--- src/rtl/shift_pkg.sv ---
// Shared definitions for the barrel-shifter datapath blocks (left and right shift).
// Holds the FSM state encoding, datapath widths and the carry-select encoding.
package shift_pkg;

    localparam int DATA_W  = 32;
    localparam int AMT_W   = 8;
    localparam int SAT_AMT = 33;
    // Remaining-count width: must hold 0..SAT_AMT.
    localparam int REM_W   = 6;

    typedef enum logic [1:0] {
        IDLE  = 2'd0,
        SHIFT = 2'd1,
        DONE  = 2'd2
    } state_t;

    // Source of the next carry flag; same encoding as the right-shift block.
    typedef enum logic [1:0] {
        CSEL_HOLD  = 2'd0,
        CSEL_LOAD  = 2'd1,
        CSEL_SHIFT = 2'd2
    } csel_t;

    // Any amount above 32 behaves like 33: everything, including the carry, is shifted out.
    function automatic logic [REM_W-1:0] sat_amount(input logic [AMT_W-1:0] n);
        if (n > AMT_W'(SAT_AMT)) begin
            return REM_W'(SAT_AMT);
        end
        return n[REM_W-1:0];
    endfunction

endpackage

--- src/rtl/lsl_step.sv ---
// Combinational single-step left shifter: shifts value by k (0..32) and
// reports the last bit shifted out. k=0 passes value and carry through.
module lsl_step
    import shift_pkg::*;
(
    input  logic [DATA_W-1:0] value,
    input  logic [REM_W-1:0]  k,
    input  logic              carry,
    output logic [DATA_W-1:0] value_out,
    output logic              carry_out
);

    logic [REM_W-1:0] idx;

    // Shift and pick the last bit to leave the word (bit DATA_W-k).
    always_comb begin
        value_out = value << k;
        idx       = REM_W'(DATA_W) - k;
        carry_out = carry;
        if ((k != '0) && (k <= REM_W'(DATA_W))) begin
            carry_out = value[idx[4:0]];
        end
    end

endmodule

--- src/rtl/lsl_shift_seq.sv ---
// Multi-cycle ARM LSL unit: shifts a 32-bit operand left by up to 255 with
// ARMv7 carry-out, at most STEP bits per clock, using a Start/Busy/Done handshake.
// Optional Shift_Zero flag output is built when LSL_SHIFT_ZERO_FLAG_EN is defined.
//
// Handshake: Start is sampled only in IDLE or DONE (ignored while Busy);
// Done is a one-cycle pulse marking Shift_Out/Shift_Carry_Out valid, and the
// results hold until the next accepted Start. Start in DONE chains directly.
module lsl_shift_seq
    import shift_pkg::*;
#(
    parameter int STEP = 4
) (
    input  logic        CLK,
    input  logic        RST_n,
    input  logic        Start,
    input  logic [32:1] Shift_Data,
    input  logic [8:1]  Shift_Num,
    input  logic        Carry_In,
    output logic [32:1] Shift_Out,
    output logic        Shift_Carry_Out,
    output logic        Busy,
    output logic        Done,
`ifdef LSL_SHIFT_ZERO_FLAG_EN
    output logic        Shift_Zero,
`endif
    output state_t      dbg_state
);

    state_t            state, state_next;
    logic [REM_W-1:0]  rem, rem_next;
    logic [REM_W-1:0]  k;
    logic [32:1]       out_next;
    logic              carry_next;
    csel_t             csel;
    logic [DATA_W-1:0] step_value;
    logic              step_carry;

    // Bits to shift this cycle: the smaller of what remains and STEP.
    always_comb begin
        k = (rem < REM_W'(STEP)) ? rem : REM_W'(STEP);
    end

    lsl_step u_step (
        .value     (Shift_Out),
        .k         (k),
        .carry     (Shift_Carry_Out),
        .value_out (step_value),
        .carry_out (step_carry)
    );

    // Next-state and datapath-load decisions.
    always_comb begin
        state_next = state;
        rem_next   = rem;
        out_next   = Shift_Out;
        csel       = CSEL_HOLD;
        unique case (state)
            IDLE, DONE: begin
                if (Start) begin
                    out_next   = Shift_Data;
                    csel       = CSEL_LOAD;
                    rem_next   = sat_amount(Shift_Num);
                    state_next = (Shift_Num == '0) ? DONE : SHIFT;
                end else begin
                    state_next = IDLE;
                end
            end
            SHIFT: begin
                out_next = step_value;
                csel     = CSEL_SHIFT;
                rem_next = rem - k;
                if (rem_next == '0) begin
                    state_next = DONE;
                end
            end
            default: state_next = IDLE;
        endcase
    end

    // Carry source mux.
    always_comb begin
        carry_next = Shift_Carry_Out;
        unique case (csel)
            CSEL_LOAD:  carry_next = Carry_In;
            CSEL_SHIFT: carry_next = step_carry;
            default:    carry_next = Shift_Carry_Out;
        endcase
    end

    // State, remaining count and result registers.
    always_ff @(posedge CLK or negedge RST_n) begin
        if (!RST_n) begin
            state           <= IDLE;
            rem             <= '0;
            Shift_Out       <= '0;
            Shift_Carry_Out <= 1'b0;
        end else begin
            state           <= state_next;
            rem             <= rem_next;
            Shift_Out       <= out_next;
            Shift_Carry_Out <= carry_next;
        end
    end

`ifdef LSL_SHIFT_ZERO_FLAG_EN
    // Zero flag captured only when a result enters DONE (DONE->DONE only happens via a new Start).
    always_ff @(posedge CLK or negedge RST_n) begin
        if (!RST_n) begin
            Shift_Zero <= 1'b0;
        end else if (state_next == DONE) begin
            Shift_Zero <= (out_next == '0);
        end
    end
`endif

    assign Busy      = (state == SHIFT);
    assign Done      = (state == DONE);
    assign dbg_state = state;

endmodule

--- config.mk ---
export PLATFORM = sky130hd
export DESIGN_NAME = lsl_shift_seq
export DESIGN_NICKNAME = d
export VERILOG_FILES = /design/src/rtl/shift_pkg.sv /design/src/rtl/lsl_step.sv /design/src/rtl/lsl_shift_seq.sv
export SDC_FILE = /design/constraint.sdc
export NUM_CORES = 1
export LEC_CHECK = 0
export CORE_MARGIN = 3
export CORE_UTILIZATION = 54
export DETAILED_ROUTE_END_ITERATION = 12
export GPL_TIMING_DRIVEN = 0
export MAX_ROUTING_LAYER = met4
export PLACE_DENSITY = 0.87
export SETUP_SLACK_MARGIN = 0.5
export SLEW_MARGIN = 0
export SYNTH_ARGS = -nofsm -noshare
export SYNTH_HDL_FRONTEND = slang
export SYNTH_SLANG_ARGS = --single-unit
--- constraint.sdc ---
create_clock -name CLK -period 3.7 [get_ports CLK]
set_input_delay 0.555 -clock CLK [delete_from_list [all_inputs] [get_ports CLK]]
set_output_delay 0.555 -clock CLK [all_outputs]
set_load 0.02 [all_outputs]
==> qor.txt <==
Post-CTS Resized: 0
crit path DAT: 2.43 ns
Sequential Power Share: 25.7%
layout cells sized above 1: 11.6%
largest net degree at the start of global routing: 30
Min-Delay Path Class: input port to async pin
Int Power: 2140 uW
Leakage: 0.00160 uW
antenna violations before repair: 0
area delta synth->final: 30.8%
status: complete, no violations
hpwl dp: 7460 microns
Crit Path Max Fanout: 10
DR pass1 iterations: 5
worst-margin pin slew: 0.625 ns
H-tree Lvls: 2
later-pin clock latency in the skew report: 0.30 ns
antenna diode count: 0
setup violators final: 0
kind of critical path: register to output port
met2 routed WL: 4980 microns
CTS max path bufs: 2
clk_skew: 0.00482 ns
number of nets in the layout: 478
CTS Buf Count: 5
synth warn: 0
sequential share of the synthesized area: 31.8%
Yosys reg bits: 41
Residual DRC: 0
Clock Power Share: 7.7%
Hold-fix buffers, CTS: 0
Max Slew Vio Count: 0
Worst-path clk slew: 0.08 ns
global-route usage over all layers: 32.0%
min Tclk post-route: 2.98 ns
NetSw: 1930 uW
vias per std cell: 6.89
total negative slack: 0 ns
Top FF cell, synth: dfrtp_1
Syn Nets: 390
commonest non-fill, non-tap cells in the layout: clkdlybuf4s50_1, nand2_1, dfrtp_1, mux4_2, nor3_1
max-cap violation count: 0
post-synth cell types: 47
Worst EP required: 3.14 ns
Tcrit/Tclk final: 80.6%
switching part of the total: 47.4%
Post-Route M1 WL: 4140 microns
TritonCTS clock tree: yes
Synth Area per Inst: 9.38 sq um
Mapped Cells: 344
met3 WL: 1170 microns
first-pass GRT wire length: 17400 microns
Vias: 3475
IO buf count: 80
fill count: 411
RSZ-0062 raised after global routing: no
Setup Fix Bufs, Post-CTS: 0
final count of hold timing violations: 0
Post-Route WL: 10600 microns
chip height: 83.3 microns
die area: 6940 sq um
Max Freq: 0.335 GHz
synthesized area: 3230 sq um
WL/cell: 21.0 microns
worst setup margin: 0.717 ns
gpl congestion: 0.938
initial core utilization: 57.2%
die width: 83.3 microns
top-level I/O count: 81
core area: 5640 sq um
asr flop ratio synth: 100%
vias in the first global route: 3391
Sink Count: 41
Post-Place Setup Slack: 0.774 ns
row cnt: 27
commonest non-fill, non-tap cell in the layout: clkdlybuf4s50_1
number of synthesized flops with an enable pin: 0
Clk Tree Root Cell: clkbuf_8
peak supply drop: 545 uV
pwr dens: 966 nW/um^2
Comb power frac: 66.6%
Rel. slew slack: 58.3%
Highest Signal Layer: met4
drt initial violations: 326
crit start category: register
GRT overflow: 0
CP endpoint kind: output port
Final ANT Viol Nets: 0
==> path summary, 6_finish.rpt <==
| kind | slack (ns) | endpoint | depth (start not counted) | from |
|---|---|---|---|---|
| setup / recovery | 0.72 | Busy | 5 | dbg_state[1]$_DFFE_PN0P_ |
| hold / removal | 0.13 | Shift_Out[31]$_DFFE_PN0P_ | 1 | RST_n |
| setup reg to reg | 0.74 | dbg_state[0]$_DFFE_PN0P_ | 11 | rem[3]$_DFFE_PN0P_ |
| hold reg to reg | 0.55 | Shift_Out[32]$_DFFE_PN0P_ | 1 | Shift_Out[32]$_DFFE_PN0P_ |
| max in group asynchronous | 3.11 | dbg_state[0]$_DFFE_PN0P_ | 2 | RST_n |
| min in group CLK | 0.55 | Shift_Out[32]$_DFFE_PN0P_ | 1 | Shift_Out[32]$_DFFE_PN0P_ |
==> logic make-up (layout without fill, tap and decap cells) <==
group                      Yosys count  in the layout  share of synthesized area (%)
AOI/OAI and AO/OA                   89             89                           19.8
adders and majority gates            2              2                          0.775
other                                1              1                          0.116
muxes                               38             38                           22.5
DFF                                 41             41                           31.8
buffers and inverters               38            126                           5.85
and+or+nand+nor                    135            135                           19.1
==> critical path, stage by stage, from the launching register on <==
cell and delay (ns):
dfrtp_1 0.39, nand2b_1 0.14, clkbuf_1 0.25, inv_1 0.21, clkbuf_1 0.43, clkdlybuf4s50_1 0.71
==> synth_stat cells, types with 3 or more instances <==
cell / instances / area share [%]
a21oi_1: 16 / 2.5
a221o_1: 3 / 0.93
a31oi_1: 24 / 4.7
buf_1: 4 / 0.46
clkbuf_1: 25 / 2.9
dfrtp_1: 41 / 32
mux2i_1: 8 / 2.5
mux4_2: 27 / 19
nand2_1: 72 / 8.4
nand2b_1: 3 / 0.58
nor2_1: 12 / 1.4
nor2b_1: 5 / 0.97
nor3_1: 27 / 4.2
nor4_1: 3 / 0.58
o21ai_0: 4 / 0.62
o22ai_1: 3 / 0.58
o31a_1: 22 / 6.0
or3_1: 5 / 0.97
==> power by group through the flow <==
stage,Sequential [uW],Clock (uW),Combinational (uW)
after global placement,1020,0,2580
after CTS,1030,310,2680
after floorplan,1120,0,1660
after detailed placement,1030,0,2660
final,1050,315,2710
after global routing,1080,331,2920
==> area by class of cell <==
type | instances | area, sq um | area share, %
well taps | 72 | 90.1 | 2.13
inverters | 2 | 12.5 | 0.296
flip-flops and latches | 41 | 1030 | 24.3
multi-input cells | 265 | 2010 | 47.7
plain buffers | 36 | 178 | 4.21
repair buffers | 81 | 816 | 19.3
clock buffers | 7 | 86.3 | 2.05
==> metal layers <==
| metal | vias to the layer above | GRT usage [%] |
|---|---|---|
| met2 | 300 | 48.3 |
| li1 | 1488 | - |
| met5 | - | - |
| met3 | 40 | 6.15 |
| met1 | 1647 | 43.8 |
| met4 | 0 | 10.4 |
==> per-stage QoR <==
stage	util [%]	std cells	power, uW	hold slack, ns	cell area [sq um]
4_1_cts	74.8	504	4020	0.144	4220
6_report	74.8	504	4080	0.129	4220
2_1_floorplan	-	344	2790	0.259	3230
3_3_place_gp	73.0	496	3600	0.526	4120
3_5_place_dp	73.3	497	3690	0.462	4130
5_1_grt	74.8	504	4330	0.150	4220
==> state kept, by name (all words and copies together) (netlist names) <==
name and count:
dbg_state 2, Shift_Out 32, rem 6, Shift_Carry_Out 1
Note: power is estimated with default switching activity, not from simulation.
